--- config.mk ---
export PLATFORM = sky130hd
export DESIGN_NAME = rr_grant_encoder_flat
export DESIGN_NICKNAME = d
export VERILOG_FILES = /design/src/rtl/rr_grant_encoder_pkg.sv /design/src/rtl/rr_grant_encoder_if.sv /design/src/rtl/rr_grant_encoder_pick8.sv /design/src/rtl/rr_grant_encoder.sv /design/src/flat_wrapper.sv
export SDC_FILE = /design/constraint.sdc
export NUM_CORES = 1
export LEC_CHECK = 0
export ABC_AREA = 1
export CAP_MARGIN = 20
export CORE_ASPECT_RATIO = 1.5
export CORE_UTILIZATION = 43
export CTS_CLUSTER_SIZE = 10
export DETAILED_ROUTE_END_ITERATION = 8
export GPL_TIMING_DRIVEN = 0
export PLACE_DENSITY = 0.74
export SYNTH_ARGS = -nofsm -noshare
export SYNTH_HDL_FRONTEND = slang
export SYNTH_HIERARCHICAL = 1
export SYNTH_SLANG_ARGS = --single-unit
--- constraint.sdc ---
create_clock -name clk -period 5.2 [get_ports clk]
set_clock_uncertainty 0.2 [all_clocks]
set_input_delay 0.78 -clock clk [delete_from_list [all_inputs] [get_ports clk]]
set_output_delay 0.78 -clock clk [all_outputs]
set_load 0.02 [all_outputs]
--- src/rtl/rr_grant_encoder_pkg.sv ---
// rr_grant_encoder_pkg: shared widths and FSM encoding for the round-robin grant encoder
package rr_grant_encoder_pkg;
    localparam int N_REQ = 8;
    localparam int IDX_W = 3;
    typedef logic [IDX_W-1:0] idx_t;
    typedef enum logic {ST_IDLE = 1'b0, ST_GRANT = 1'b1} state_t;
endpackage

--- src/rtl/rr_grant_encoder_if.sv ---
// rr_grant_encoder_if: request vector in, registered grant index and status pulses out
interface rr_grant_encoder_if;
    import rr_grant_encoder_pkg::*;
    logic [N_REQ-1:0] req;
    idx_t             A;
    logic             grant_valid;
    logic             release_p;
    logic             timeout_p;
    modport master (input req, output A, grant_valid, release_p, timeout_p);
    modport slave  (output req, input A, grant_valid, release_p, timeout_p);
endinterface

--- src/rtl/rr_grant_encoder_pick8.sv ---
// rr_pick8: first set request at or after ptr+1, wrapping modulo 8
module rr_pick8
    import rr_grant_encoder_pkg::*;
(
    input  logic [N_REQ-1:0] req_i,
    input  idx_t             ptr_i,
    output idx_t             winner_o,
    output logic             any_o
);
    idx_t               base;
    idx_t               off;
    logic [2*N_REQ-1:0] dbl;
    logic [N_REQ-1:0]   rot;
    always_comb begin
        base = ptr_i + 1'b1;
        dbl  = {req_i, req_i} >> base;
        rot  = dbl[N_REQ-1:0];
        off  = '0;
        for (int i = N_REQ - 1; i >= 0; i--)
            if (rot[i]) off = idx_t'(i);
        winner_o = base + off;
        any_o    = |req_i;
    end
endmodule

--- src/rtl/rr_grant_encoder.sv ---
// rr_grant_encoder: round-robin arbiter over 8 requesters with grant hold and MAX_HOLD timeout
module rr_grant_encoder
    import rr_grant_encoder_pkg::*;
#(
    parameter int MAX_HOLD = 15,
    parameter int HOLD_W   = 4
) (
    input logic                clk,
    input logic                rst_n,
    rr_grant_encoder_if.master bus
);
    state_t            state_q, state_d;
    idx_t              ptr_q, ptr_d;
    idx_t              a_q, a_d;
    logic [HOLD_W-1:0] timer_q, timer_d;
    logic              gv_q, gv_d;
    logic              rel_q, rel_d;
    logic              to_q, to_d;
    idx_t              winner;
    logic              any;
    rr_pick8 u_pick (
        .req_i    (bus.req),
        .ptr_i    (ptr_q),
        .winner_o (winner),
        .any_o    (any)
    );
    always_comb begin
        state_d = state_q;
        ptr_d   = ptr_q;
        a_d     = a_q;
        timer_d = timer_q;
        gv_d    = gv_q;
        rel_d   = 1'b0;
        to_d    = 1'b0;
        if (state_q == ST_IDLE) begin
            if (any) begin
                a_d     = winner;
                ptr_d   = winner;
                gv_d    = 1'b1;
                timer_d = '0;
                state_d = ST_GRANT;
            end
        end else begin
            timer_d = timer_q + 1'b1;
            // a dropped request wins over a coincident timeout
            if (!bus.req[a_q]) begin
                gv_d    = 1'b0;
                rel_d   = 1'b1;
                state_d = ST_IDLE;
            end else if (MAX_HOLD != 0 && timer_q == HOLD_W'(MAX_HOLD - 1)) begin
                gv_d    = 1'b0;
                to_d    = 1'b1;
                state_d = ST_IDLE;
            end
        end
    end
    always_ff @(posedge clk or negedge rst_n) begin
        if (!rst_n) begin
            state_q <= ST_IDLE;
            ptr_q   <= idx_t'(N_REQ - 1);
            a_q     <= '0;
            timer_q <= '0;
            gv_q    <= 1'b0;
            rel_q   <= 1'b0;
            to_q    <= 1'b0;
        end else begin
            state_q <= state_d;
            ptr_q   <= ptr_d;
            a_q     <= a_d;
            timer_q <= timer_d;
            gv_q    <= gv_d;
            rel_q   <= rel_d;
            to_q    <= to_d;
        end
    end
    assign bus.A           = a_q;
    assign bus.grant_valid = gv_q;
    assign bus.release_p   = rel_q;
    assign bus.timeout_p   = to_q;
endmodule

--- src/flat_wrapper.sv ---
// flat-port wrapper written by rule: the top's interface ports become plain ports
module rr_grant_encoder_flat import rr_grant_encoder_pkg::*;
#(
    parameter int MAX_HOLD = 15,
    parameter int HOLD_W   = 4
)
  (clk, rst_n, bus_req, bus_A, bus_grant_valid, bus_release_p, bus_timeout_p);
  rr_grant_encoder_if bus_i ();
  input logic clk;
  input logic rst_n;
  input wire logic [$bits(bus_i.req)-1:0] bus_req;
  output wire logic [$bits(bus_i.A)-1:0] bus_A;
  output wire logic [$bits(bus_i.grant_valid)-1:0] bus_grant_valid;
  output wire logic [$bits(bus_i.release_p)-1:0] bus_release_p;
  output wire logic [$bits(bus_i.timeout_p)-1:0] bus_timeout_p;
  assign bus_i.req = bus_req;
  assign bus_A = bus_i.A;
  assign bus_grant_valid = bus_i.grant_valid;
  assign bus_release_p = bus_i.release_p;
  assign bus_timeout_p = bus_i.timeout_p;
  rr_grant_encoder #(.MAX_HOLD(MAX_HOLD), .HOLD_W(HOLD_W)) u_core (.clk(clk), .rst_n(rst_n), .bus(bus_i));
endmodule
## Yosys cells after proc, flatten, opt, wreduce, memory -nomap -nowiden

Cells that the tools add are included.
W data, S select, Z words.

- Bits in registers: 14
- Bits of input ports: 10
- Output and inout bits: 6
- Logic and storage cells: 44

- Add/subtract/negate cells: 3
- $lt $le $gt $ge: 1
- Equality and inequality tests: 2
- Shifts and indexed selects: 1
- Mux-type cells: 25
- Bitwise operators: 1
- Reductions and logical operators: 4

Operator list:

| kind | count |
|---|---|
| $mux W3 | 8 |
| $shr A16 B3 Y8 | 1 |
| $mux W1 | 14 |
| $mux W4 | 2 |
| $reduce_or A8 Y1 | 1 |
| $add A4 B1 Y4 const B | 1 |
| $eq A4 B4 Y1 const B | 1 |
| $lt A3 B4 Y1 const B | 1 |
| $reduce_and A2 Y1 | 2 |
| $add A3 B1 Y3 const B | 1 |
| $add A3 B3 Y3 | 1 |
| $bmux W1 S3 | 1 |
| $ne A3 B3 Y1 const B | 1 |
| $reduce_bool A2 Y1 | 1 |
| $not A1 Y1 | 1 |

## Depth between registers and ports, before layout

Gate-level depths: netlist of run 1.

- Word-level depth: 11
- Depth in mapped cells: 22

## Hierarchy

Netlist of run 1, hierarchy kept.

By module, submodules not included:

| module | times used | cells each | area an instance (µm²) | sequential area each (µm²) |
|---|---|---|---|---|
| rr_grant_encoder | 1 | 76 | 655.6 | 354.1 |
| rr_pick8 | 1 | 101 | 541.8 | 0.0 |

## Worst setup path before layout of run 1

OpenSTA, ideal clock, no wires.

- Path kind: register to register
- Start: register u_core.ptr_q[0]
- End: register u_core.a_q[2], in the netlist u_core/bus.A[2]
- Data arrival time: 2.661 ns
- Required time: 4.873 ns
- Setup slack: 2.212 ns
- Stages on the path, launching flop included: 23
- Path buffers: 1
- Cells stage by stage: dfstp_2 -> ha_1 -> buf_6 -> inv_4 -> nand3_1 -> nand2_1 -> nand2_1 -> nand2_1 -> nand2_1 -> nand2_1 -> nand2_1 -> nand2_1 -> nand2_1 -> a21oi_2 -> ha_1 -> inv_1 -> fa_1 -> xor2_1 -> nand3b_1 -> nand2_1 -> inv_1 -> nand2_1 -> o21ai_0

- Longest elaborated chain between the ends: 11

RTL lines:

| item | RTL line | RTL |
|---|---|---|
| from (decl) | rr_grant_encoder.sv:13 | `idx_t ptr_q, ptr_d;` |
| from (signal assigned) | rr_grant_encoder.sv:60 | `ptr_q <= idx_t'(N_REQ - 1);` |
| from (signal assigned) | rr_grant_encoder.sv:68 | `ptr_q <= ptr_d;` |
| $add A3 B1 Y3 * | rr_grant_encoder_pick8.sv:15 | `base = ptr_i + 1'b1;` |
| $shr A16 B3 Y8 | rr_grant_encoder_pick8.sv:16 | `dbl = {req_i, req_i} >> base;` |
| $mux W3 (8 in a row) | rr_grant_encoder_pick8.sv:20 | `if (rot[i]) off = idx_t'(i);` |
| $add A3 B3 Y3 * | rr_grant_encoder_pick8.sv:21 | `winner_o = base + off;` |
| named net u_core.winner[2] | rr_grant_encoder.sv:19 | `idx_t winner;` |
| to (signal assigned) | rr_grant_encoder.sv:61 | `a_q <= '0;` |
| to (signal assigned) | rr_grant_encoder.sv:69 | `a_q <= a_d;` |
| to (decl) | rr_grant_encoder.sv:14 | `idx_t a_q, a_d;` |

Mark *: on every way through the listed nets, which the timed path passes. The rest lies on a longest branch.
A chain may end at the register's enable or synchronous reset.

## Worst setup path in the final report of run 1

- Start: input bus_req[1]
- End: register u_core.a_q[2], in the netlist u_core/bus.A[2]

- Longest elaborated chain between the ends: 10
- Elaborated cells on any way between the ends: 12
- Those cells by class: 1 x add/sub; 1 x shift; 8 x mux; 2 x reduce/logical

RTL lines:

| item | RTL line | RTL |
|---|---|---|
| from (decl) | flat_wrapper.sv:11 | `input wire logic [$bits(bus_i.req)-1:0] bus_req;` |
| $shr A16 B3 Y8 * | rr_grant_encoder_pick8.sv:16 |  |
| $mux W3 (7 in a row) | rr_grant_encoder_pick8.sv:20 |  |
| $mux W3 * | rr_grant_encoder_pick8.sv:20 |  |
| $add A3 B3 Y3 * | rr_grant_encoder_pick8.sv:21 |  |
| named net u_core.winner[2] | rr_grant_encoder.sv:19 |  |

Marked as above.

==> flow_summary_export.csv, run 1 <==
group,metric,value,unit
run_status,status,"finished, final reports clean",
layout,syn_to_final_growth,21.0,%
run,maxCapViolCount,0,
synthesis,synth_xor_area_frac,0.0146,
timing,worst_pin_slew,0.607,ns
global_routing,gr-total-overflow,0,
synthesis,synth-seq-cells,14,
worst_setup_path,cpLargestDelayFamily,"simple AND/OR/NAND/NOR gates",
route,routed-via-count,1185,
route,drt_iter0_drc,18,
worst_setup_path,critPathKind,"in2reg",
timing,hold_viol,0,
route,viasPerCell,5.09,
clocking,clk_pin_slew,0.06,ns
global_routing,busiest_layer,"met2",
clocking,cts_buffers,3,
route,routed_wirelength,2.77,mm
timing,setup_viol,0,
synthesis,seq_area_frac_synth,0.296,
worst_setup_path,cp.arrival,3.31,ns
synthesis,synth_ff_type,"dfrtp_1",
worst_setup_path,cp_common_cell,"nand2_1",
synthesis,synth_fa_ha_area_frac,0.0585,
worst_setup_path,cp_slowest_cell,"clkdlybuf4s50_1",
route,ant_nets,0,
synthesis,syn_avg_cell_area,6.76,um2
worst_setup_path,r2r_cells,22,
global_routing,antenna_found_initial,0,
timing,drv_slew,0,
timing,rsz0062_at_grt,"false",
placement,routabilityCongestion,0.855,
global_routing,grt_max_degree,15,
min_path,hp-class,"reg2reg",
synthesis,synth_top_family_by_area,"simple AND/OR/NAND/NOR gates",
synthesis,yosysWarnings,6,
die,dieArea,3000,um2
worst_setup_path,rr_startpoint,"u_core/ptr_q[0]$_DFFE_PN1P_",
worst_setup_path,critPathRequiredTime,5.12,ns
route,wl_per_cell,11.9,um
die,io_pins,16,
clocking,ctsHtreeMaxLevel,1,
layout,instances_no_fill,233,
min_path,holdPathStages,2,
clocking,hold_buffers,0,
clocking,clock-root-buffer,"clkbuf_8",
synthesis,syn_nets,192,
synthesis,muxShareOfSynthArea,0,
global_routing,met1_usage,0.221,
synthesis,synth-edff-count,0,
layout,n_antenna_cell,0,
die,die_w,45.1,um
worst_setup_path,crit_fanout,4,
synthesis,synthArstFlopShare,1.00,
clocking,tritoncts,"built",
global_routing,use_met2,0.395,
worst_setup_path,worstSetupStartpointType,"primary input",
clocking,clk_path_buf_depth,2,
global_routing,grt_use_total,0.214,
timing,period_share,0.651,
min_path,min_from,"u_core/ptr_q[1]$_DFFE_PN1P_",
synthesis,synthSimpleGateAreaFrac,0.473,
global_routing,globalRouteMet3Util,0.0108,
die,start_util,0.452,
synthesis,syn_area,1200,um2
synthesis,synthCells,177,
clocking,cts_setup_buffers,0,
placement,portBuffers,15,
synthesis,synthDistinctLibCells,28,
die,chipHeight,66.6,um
clocking,clkSinkCount,14,
timing,relSlewSlack,0.594,
placement,dp_cells,229,
timing,clock.fmax,295,MHz
clocking,cts_resized,0,
die,rows,23,
route,drc,0,
worst_setup_path,cp_cell_sequence,"clkdlybuf4s50_1 -> nand2_1 -> nand3_1 -> nand3_1 -> nand2_1 -> nand2_1 -> nand2_1 -> nand2_1 -> nand2_1 -> nand2_1 -> a21oi_2 -> ha_1 -> inv_1 -> fa_1 -> xor2_1 -> nand3b_1 -> nand2_1 -> inv_1 -> nand2_1 -> o21ai_0",
synthesis,synth_compound_area_frac,0.0648,
timing,finalSetupTns,0,ns
route,drtPass1Iterations,4,
clocking,clock_latency,0.25,ns
die,core-area,2650,um2
worst_setup_path,crit_cells,20,
global_routing,grt_pass1_vias,1201,
worst_setup_path,max_stage_delay,0.53,ns
placement,dp_hpwl,2.21,mm
worst_setup_path,endpoint_kind,"flip-flop",
worst_setup_path,crit_start,"bus_req[1]",
layout,drive_gt1_frac,0.184,
layout,fin_nets,212,
worst_setup_path,cp.buffers_inverters,3,
global_routing,grt_pass1_wl,4.77,mm
timing,layout_min_cycle_time,3.39,ns
## worst register-to-register path, stage by stage (launching register included)
cell and delay (ns):
dfstp_2 0.55, ha_1 0.24, buf_6 0.15, inv_4 0.11
nand3_1 0.10, nand2_1 0.10, nand2_1 0.09, nand2_1 0.07
nand2_1 0.04, nand2_1 0.05, nand2_1 0.04, nand2_1 0.05
nand2_1 0.05, a21oi_2 0.11, ha_1 0.15, inv_1 0.05
fa_1 0.37, xor2_1 0.18, nand3b_1 0.17, nand2_1 0.08
inv_1 0.04, nand2_1 0.07, o21ai_0 0.09
## per-layer routing
layer  part of all wire  routed length [um]
met1               0.40                1120
met2               0.54                1500
met3              0.025                  69
met4              0.028                  78
met5                  0                   0
## path summary, 6_finish.rpt
path                            slack, ns                             end
worst max-delay path                 1.81     u_core/bus.A[2]$_DFFE_PN0P_
min in group asynchronous            0.71     u_core/bus.A[2]$_DFFE_PN0P_
worst min-delay path                 0.28     u_core/ptr_q[1]$_DFFE_PN1P_
worst min register to register       0.28     u_core/ptr_q[1]$_DFFE_PN1P_
max in group asynchronous            3.69  u_core/bus.release_p$_DFF_PN0_
worst max register to register       1.90     u_core/bus.A[2]$_DFFE_PN0P_
## stage by stage
stage | hold WS, ns | area [um2] | worst slack, ns | utilization
2_1_floorplan | 0.249 | 1200 | 2.21 | -
3_3_place_gp | 0.260 | 1390 | 1.63 | 0.526
3_5_place_dp | 0.275 | 1390 | 1.56 | 0.526
4_1_cts | 0.285 | 1450 | 1.82 | 0.547
5_1_grt | 0.299 | 1450 | 1.55 | 0.547
6_report | 0.280 | 1450 | 1.81 | 0.547
## synth_stat cells, types with 2 or more instances
library cell | number | area [um2]
nand3_1 | 24 | 120
ha_1 | 4 | 50.1
dfstp_2 | 3 | 78.8
nor4_1 | 2 | 12.5
a21oi_2 | 2 | 17.5
inv_1 | 17 | 63.8
o21ai_0 | 7 | 35.0
nor2_1 | 4 | 15.0
nand2_1 | 67 | 251
nand2_2 | 14 | 87.6
dfrtp_1 | 11 | 275
buf_6 | 2 | 22.5
nand3_2 | 4 | 40.0
inv_2 | 2 | 7.51
## area by class of cell
type,count,area (um2)
Sequential cell,14,354
Multi-Input combinational cell,140,732
Clock buffer,4,55.1
Timing Repair Buffer,15,150
Buffer,2,22.5
Tap cell,37,46.3
Inverter,21,88.8
Fill cell,279,1200
## layout by cell type (no fill, tap or decap), types with 2 or more instances in the layout
master and instances:
ha_1 4, nand3_2 4, clkdlybuf4s50_1 15, nor4_1 2, clkbuf_8 4, a21oi_2 2, o21ai_0 7, inv_1 17
inv_2 2, nand3_1 24, nor2_1 4, buf_6 2, nand2_2 14, nand2_1 67, dfrtp_1 11, dfstp_2 3
## registers in the layout, summed over array words and instances, names as in the netlist
register	flops
u_core/bus.timeout_p	1
u_core/bus.grant_valid	1
u_core/ptr_q	3
u_core/bus.release_p	1
u_core/bus.A	3
u_core/timer_q	4
u_core/state_q	1
## cells by family (layout without fill, tap and decap cells)
kind of cell,after synthesis,in the layout
compound gates,13,13
flops,14,14
xor+xnor,2,2
buf+inv,23,42
fa+ha+maj,5,5
simple gates,120,120
Power of run 1 is not shown: default switching activity piles up to over one toggle a cycle in this logic, so the estimate is an artifact.
==> run 2: changes to the inputs <==
--- a/config.mk
+++ b/config.mk
@@ -12,7 +12,7 @@
 export CTS_CLUSTER_SIZE = 10
 export DETAILED_ROUTE_END_ITERATION = 8
 export GPL_TIMING_DRIVEN = 0
-export PLACE_DENSITY = 0.74
+export PLACE_DENSITY = 0.76
 export SYNTH_ARGS = -nofsm -noshare
 export SYNTH_HDL_FRONTEND = slang
 export SYNTH_HIERARCHICAL = 1
==> constraint.sdc (replaced) <==
create_clock -name clk -period 3 [get_ports clk]
set_clock_uncertainty 0.2 [all_clocks]
set_input_delay 0.45 -clock clk [delete_from_list [all_inputs] [get_ports clk]]
set_output_delay 0.45 -clock clk [all_outputs]
set_load 0.02 [all_outputs]
==> run 2 against run 1 <==
The flow now finishes with violations (setup timing). Global-route usage increased by 0.70 points. Register-to-register slack worse by 2.0 ns. Critical path depth grew 1. Highest routed layer unchanged.
==> flow_summary_export.csv, run 2 (same netlist as run 1, synthesis figures left out) <==
group,metric,value,unit
run_status,status,"complete, but fails checks",
run_status,violations,"setup timing",
route,drc,0,
layout,final_cell_mix,"60 x nand2_1, 20 x nand3_1, 20 x nand2_2",
placement,portBuffers,15,
layout,syn_to_final_growth,32.7,%
run,maxCapViolCount,0,
layout,fin_nets,220,
worst_setup_path,r2r_slack,-0.1,ns
placement,routabilityCongestion,0.865,
die,chipHeight,66.6,um
placement,dp_hpwl,2.10,mm
worst_setup_path,cp.arrival,3.02,ns
global_routing,grt_max_degree,15,
route,ant_nets,0,
worst_setup_path,r2r-end,"u_core/bus.A[2]$_DFFE_PN0P_",
worst_setup_path,max_stage_delay,0.56,ns
clocking,tritoncts,"built",
timing,finalWorstSetupSlack,-0.0964,ns
timing,finalSetupTns,-0.139,ns
route,viasPerCell,5.18,
timing,setup_viol,2,
layout,n_antenna_cell,0,
clocking,clk_path_buf_depth,2,
worst_setup_path,endpoint_kind,"flip-flop",
die,core-area,2650,um2
worst_setup_path,cp_slowest_cell,"dfstp_2",
die,die_w,45.1,um
route,drt_iter0_drc,24,
worst_setup_path,critPathRequiredTime,2.93,ns
min_path,min_from,"u_core/ptr_q[2]$_DFFE_PN1P_",
die,rows,23,
timing,period_share,1.03,
global_routing,antenna_found_initial,0,
clocking,clock_latency,0.25,ns
worst_setup_path,crit_fanout,8,
global_routing,grt_pass1_vias,1186,
worst_setup_path,cp_common_cell,"nand2_1",
worst_setup_path,worstSetupStartpointType,"flip-flop",
timing,worst_pin_slew,0.613,ns
clocking,clock-root-buffer,"clkbuf_8",
global_routing,gr-total-overflow,0,
timing,drv_slew,0,
timing,clock.fmax,323,MHz
worst_setup_path,rr_startpoint,"u_core/ptr_q[1]$_DFFE_PN1P_",
die,dieArea,3000,um2
layout,final_common_cell,"nand2_1",
route,wl_per_cell,12.7,um
layout,largest-register,"u_core/timer_q",
worst_setup_path,critPathKind,"reg2reg",
timing,rsz0062_at_grt,"true",
global_routing,grt_use_total,0.221,
worst_setup_path,r2r_cells,21,
global_routing,grt_pass1_wl,4.86,mm
die,io_pins,16,
route,routed_wirelength,3.05,mm
min_path,holdPathStages,2,
timing,relSlewSlack,0.590,
timing,layout_min_cycle_time,3.10,ns
clocking,clkSinkCount,14,
clocking,ctsHtreeMaxLevel,1,
clocking,clk_pin_slew,0.05,ns
die,start_util,0.452,
worst_setup_path,cp_cell_sequence,"ha_4 -> buf_6 -> nand3_2 -> nand2_2 -> nand2_2 -> nand2_1 -> nand2_1 -> nand2_1 -> nand2_1 -> nand2_1 -> nand2_1 -> a21oi_2 -> ha_2 -> inv_2 -> fa_2 -> xor2_2 -> nand3b_1 -> nand2_1 -> inv_1 -> nand2_2 -> o21ai_2",
layout,largest_reg_flops,4,
route,routed-via-count,1249,
route,drtPass1Iterations,6,
timing,hold_viol,0,
min_path,worstHoldEndpoint,"u_core/ptr_q[2]$_DFFE_PN1P_",
clocking,cts_buffers,3,
min_path,hp-class,"reg2reg",
layout,drive_gt1_frac,0.294,
clocking,hold_buffers,0,
[run 2: cell types whose count changed in the layout (fill, tap and decap cells not counted), moves of 2 or more]
cell | before | now
buf_4 | 0 | 7
ha_1 | 4 | 2
nand2_1 | 67 | 60
nand2_2 | 14 | 20
nand3_1 | 24 | 20
nand3_2 | 4 | 7
[run 2: worst max path at each step]
stage | start | endpoint | cells after the start
finish | u_core/ptr_q[1]$_DFFE_PN1P_ | u_core/bus.A[2]$_DFFE_PN0P_ | 21
detailed placement | bus_req[1] | u_core/bus.A[2]$_DFFE_PN0P_ | 20
floorplan | u_core/ptr_q[0]$_DFFE_PN1P_ | u_core/bus.A[2]$_DFFE_PN0P_ | 22
global placement | bus_req[3] | u_core/bus.A[2]$_DFFE_PN0P_ | 20
CTS | u_core/ptr_q[0]$_DFFE_PN1P_ | u_core/bus.A[2]$_DFFE_PN0P_ | 22
global route | u_core/ptr_q[1]$_DFFE_PN1P_ | u_core/bus.A[2]$_DFFE_PN0P_ | 22
[run 2: stage by stage]
step                      setup WS (ns)  hold WS (ns)  instances  cell area (um2)   util
after floorplan                  0.0124       -0.0456        177             1200      -
after global placement           -0.274         0.262        229             1390  0.526
after detailed placement         -0.298         0.274        229             1390  0.526
after CTS                       -0.0629         0.279        238             1530  0.579
after global routing             -0.297         0.295        241             1590  0.600
final                           -0.0964         0.273        241             1590  0.600
[run 2: layer usage]
layer | vias up | part of all wire | track usage
met5 | - | 0 | 0
met4 | 0 | 0.026 | 0.125
met3 | 10 | 0.026 | 0.0136
met2 | 35 | 0.55 | 0.418
met1 | 590 | 0.40 | 0.226
li1 | 614 | - | -
[run 2: worst max-delay path: cells and delay by family, from the launching register on]
family	cells	cell delay, ns
DFF	1	0.56
xor gates and xnor gates	1	0.16
buffers and inverters	3	0.22
AOI/OAI and AO/OA	2	0.19
adders and majority gates	3	0.82
and+or+nand+nor	12	0.83
[run 2: cell type report]
class,count,area [um2]
clock buffers,4,45.0
flip-flops and latches,14,354
repair buffers,24,228
fillers,262,1060
well taps,37,46.3
repair inverters,1,6.26
inverters,21,98.8
multi-input cells,140,811
[run 2: what timing repair did]
action / 4_1_cts / 5_1_grt
cloned: 1 / 0
setup buffers: 5 / 4
hold endpoints to repair: 0 / 0
resized for setup: 18 / 10
pin swaps: 6 / 11
setup endpoints to repair: 2 / 3
Power of run 2 is left out for the same reason.
==> run 3: changes to the inputs <==
--- a/config.mk
+++ b/config.mk
@@ -12,7 +12,7 @@
 export CTS_CLUSTER_SIZE = 10
 export DETAILED_ROUTE_END_ITERATION = 8
 export GPL_TIMING_DRIVEN = 0
-export PLACE_DENSITY = 0.76
+export PLACE_DENSITY = 0.77
 export SYNTH_ARGS = -nofsm -noshare
 export SYNTH_HDL_FRONTEND = slang
 export SYNTH_HIERARCHICAL = 1
==> run 3 against run 2 <==
The flow still finishes with violations (setup timing). Critical endpoint unchanged. Via count fell by 2.5%. Routed wire length rose by 0.39%. Highest routed layer unchanged. Critical path depth did not move.
==> flow_summary_export.csv, run 3 (same netlist as run 1, synthesis figures left out) <==
group,metric,value,unit
run_status,status,"complete, but fails checks",
run_status,violations,"setup timing",
global_routing,grt_pass1_vias,1151,
min_path,worstHoldEndpoint,"u_core/ptr_q[2]$_DFFE_PN1P_",
die,start_util,0.452,
clocking,clk_pin_slew,0.06,ns
timing,period_share,1.02,
timing,finalSetupTns,-0.0742,ns
layout,largest-register,"u_core/timer_q",
clocking,hold_buffers,0,
min_path,hp-class,"reg2reg",
worst_setup_path,worstSetupStartpointType,"flip-flop",
route,wl_per_cell,12.3,um
die,chipHeight,66.6,um
die,io_pins,16,
clocking,clock-root-buffer,"clkbuf_8",
layout,fin_nets,228,
layout,n_antenna_cell,0,
die,die_w,45.1,um
clocking,clock_latency,0.24,ns
min_path,holdPathStages,2,
clocking,clkSinkCount,14,
die,core-area,2650,um2
global_routing,antenna_found_initial,0,
worst_setup_path,cp.arrival,2.99,ns
worst_setup_path,rr_startpoint,"u_core/ptr_q[0]$_DFFE_PN1P_",
worst_setup_path,r2r_slack,-0.07,ns
global_routing,gr-total-overflow,0,
worst_setup_path,crit_fanout,8,
timing,setup_viol,2,
route,routed-via-count,1218,
route,drtPass1Iterations,4,
clocking,cts_buffers,3,
timing,layout_min_cycle_time,3.07,ns
route,ant_nets,0,
route,viasPerCell,4.89,
timing,relSlewSlack,0.590,
worst_setup_path,r2r_cells,21,
route,drc,0,
layout,syn_to_final_growth,38.3,%
placement,routabilityCongestion,0.859,
timing,worst_pin_slew,0.614,ns
timing,hold_viol,0,
timing,finalWorstSetupSlack,-0.0668,ns
worst_setup_path,endpoint_kind,"flip-flop",
global_routing,grt_pass1_wl,4.81,mm
layout,fin_area,1660,um2
timing,drv_slew,0,
die,dieArea,3000,um2
worst_setup_path,critPathRequiredTime,2.92,ns
timing,clock.fmax,326,MHz
run,maxCapViolCount,0,
worst_setup_path,critPathKind,"reg2reg",
clocking,tritoncts,"built",
global_routing,grt_use_total,0.218,
clocking,clk_path_buf_depth,2,
clocking,ctsHtreeMaxLevel,1,
placement,dp_hpwl,2.05,mm
placement,portBuffers,15,
layout,final_common_cell,"nand2_1",
layout,final_cell_mix,"56 x nand2_1, 24 x nand2_2, 21 x nand3_1",
route,drt_iter0_drc,42,
placement,dpl-instance-area,1390,um2
layout,largest_reg_flops,4,
global_routing,grt_max_degree,15,
layout,n_fill_cell,245,
timing,rsz0062_at_grt,"true",
worst_setup_path,r2r-end,"u_core/bus.A[2]$_DFFE_PN0P_",
layout,drive_gt1_frac,0.335,
min_path,min_from,"u_core/ptr_q[2]$_DFFE_PN1P_",
die,rows,23,
route,routed_wirelength,3.06,mm
[run 3: through the flow]
step / std cells / util / hold WS [ns] / worst slack (ns)
4_1_cts: 245 / 0.608 / 0.283 / -0.103
5_1_grt: 249 / 0.626 / 0.310 / -0.274
3_3_place_gp: 229 / 0.526 / 0.256 / -0.277
3_5_place_dp: 229 / 0.526 / 0.268 / -0.315
2_1_floorplan: 177 / - / -0.0456 / 0.0124
6_report: 249 / 0.626 / 0.288 / -0.0668
[run 3: layout make-up]
cell class                      instances  area [um2]  area share
Tap cell                               37        46.3      0.0279
Timing Repair Buffer                   32         292       0.176
Multi-Input combinational cell        140         805       0.486
Clock buffer                            4        55.1      0.0332
Timing Repair inverter                  1        6.26     0.00378
Sequential cell                        14         354       0.214
Inverter                               21        98.8      0.0597
[run 3: how the worst max path moves through the flow]
stage	from	end	slack, ns	cells past startpoint
2_1_floorplan	u_core/ptr_q[0]$_DFFE_PN1P_	u_core/bus.A[2]$_DFFE_PN0P_	0.01	22
3_3_place_gp	bus_req[5]	u_core/bus.A[2]$_DFFE_PN0P_	-0.28	20
3_5_place_dp	bus_req[0]	u_core/bus.A[2]$_DFFE_PN0P_	-0.31	21
4_1_cts	u_core/ptr_q[1]$_DFFE_PN1P_	u_core/bus.A[2]$_DFFE_PN0P_	-0.10	22
5_1_grt	u_core/ptr_q[0]$_DFFE_PN1P_	u_core/bus.A[2]$_DFFE_PN0P_	-0.27	21
6_report	u_core/ptr_q[0]$_DFFE_PN1P_	u_core/bus.A[2]$_DFFE_PN0P_	-0.07	21
[run 3: metal layers]
layer  vias up  global-route usage  share of wire
met3         6             0.00542          0.023
met1       555               0.223           0.38
met4         0              0.0833          0.014
met5         -                   0              0
met2        23               0.437           0.58
li1        634                   -              -
[run 3: worst max-delay path, cell delays in order, from the launching register on]
cell and delay, ns:
dfstp_2 0.56, ha_4 0.24, buf_6 0.13, nand3_2 0.06
nand2_2 0.09, nand2_2 0.08, nand2_2 0.07, nand2_2 0.05
nand2_1 0.05, nand2_1 0.05, nand2_1 0.06, nand2_1 0.06
a21oi_2 0.14, ha_2 0.19, inv_2 0.04, fa_2 0.32
xor2_1 0.15, nand3b_1 0.15, nand2_1 0.08, inv_2 0.04
nand2_2 0.07, o21ai_1 0.06
[run 3: what timing repair did]
action,in CTS,in global routing
setup endpoints to repair,3,4
setup buffers,11,7
pin swaps,13,18
resized for setup,21,10
cloned,1,0
Power of run 3 is left out for the same reason.
==> variant (settings of run 3) <==
Make the reset (`rst_n`) synchronous in one clocked block.
--- a/src/rtl/rr_grant_encoder.sv
+++ b/src/rtl/rr_grant_encoder.sv
@@ -55,5 +55,5 @@
         end
     end
-    always_ff @(posedge clk or negedge rst_n) begin
+    always_ff @(posedge clk) begin
         if (!rst_n) begin
             state_q <= ST_IDLE;
Formal check against the unedited RTL: differs if rst_n is asserted again (counterexample within 4 cycles, from zero or initial values and one cycle with rst_n low); with rst_n held inactive, the same outputs for 10 cycles.
==> variant against run 3 <==
Routed wire length shrank 2.0%. Worst setup slack better by 140 ps. Design area shrank 2.6%. Critical endpoint is now u_core/ptr_q[2]. Synthesized area down 1.8%. Highest routed layer unchanged. Sequential cell count unchanged. Count of clock-buffer cells in the layout is the same.
==> variant: results (changes against run 3) <==
bufs w/o clock=21 (was 32); hold path endpoint=u_core/timer_q[3] (was u_core/ptr_q[2]); multi-input gate share of total cell area=0.554 (was 0.486); CP startpoint=u_core/ptr_q[0] (unchanged); global-route usage over all layers=0.210 (was 0.218); vias in the first global route=1099 (was 1151); DR vias/cell=5.09 (was 4.89); CP endpoint=u_core/ptr_q[2] (was u_core/bus.A[2]); Slew Limit Headroom=0.800 (was 0.590); Synth async-reset ratio=0 (was 1.00); CP arrival=2900 ps (was 2990 ps); multi-input combinational cell area=895 µm² (was 805 µm²); dpl cells=237 (was 229); Synth Flop Type=dfxtp_1 (was dfrtp_1); clock root buffer=clkbuf_4 (was clkbuf_8); M3 GR Usage=0.0164 (was 0.00542); DP Area=1370 µm² (was 1390 µm²); post-route total power=1.98 mW; via count=1246 (was 1218); met1 global-route usage=0.225 (was 0.223); slowest CP cell=dfxtp_4 (was dfstp_2); Clk Latency, worst-skew pair=280 ps (was 240 ps); Synth area leaders=dfxtp_1 24%, nand2_1 21%, nand3_1 11% (was dfrtp_1 23%, nand2_1 21%, nand3_1 10%); WL met3=70 µm (was 72 µm); WL met2=1710 µm (was 1770 µm); share of post-route cells with drive strength above 1=0.306 (was 0.335); first-pass GRT wire length=4660 µm (was 4810 µm); post-synthesis sequential area ratio=0.238 (was 0.296); status=finished, final reports clean (was finished, violations left); Worst R2R Setup Slack=70 ps (was -70 ps); Worst-path clk slew=80 ps (was 60 ps)
variant: cells by family after synthesis:
kind of cell | Yosys count | synth area share
AND/OR/NAND/NOR | 124 | 0.502
buffers and inverters | 27 | 0.111
AO/OA/AOI/OAI | 15 | 0.0819
flip-flops | 14 | 0.238
adder cells (fa/ha/maj) | 5 | 0.0596
XOR/XNOR | 1 | 0.00745
variant: critical path: cells and delay by family, from the launching register on:
| kind | cells | cell delay, ps |
|---|---|---|
| flops | 1 | 370 |
| xor+xnor | 1 | 170 |
| fa+ha+maj | 3 | 800 |
| buf+inv | 4 | 290 |
| compound gates | 1 | 140 |
| simple gates | 12 | 850 |
variant: repair_timing:
| action | in CTS | in global routing |
|---|---|---|
| buffers inserted | 0 | 2 |
| resized for setup | 6 | 42 |
| cloned | 1 | 1 |
| pin swaps | 0 | 2 |
| endpoints found under the setup margin | 2 | 2 |
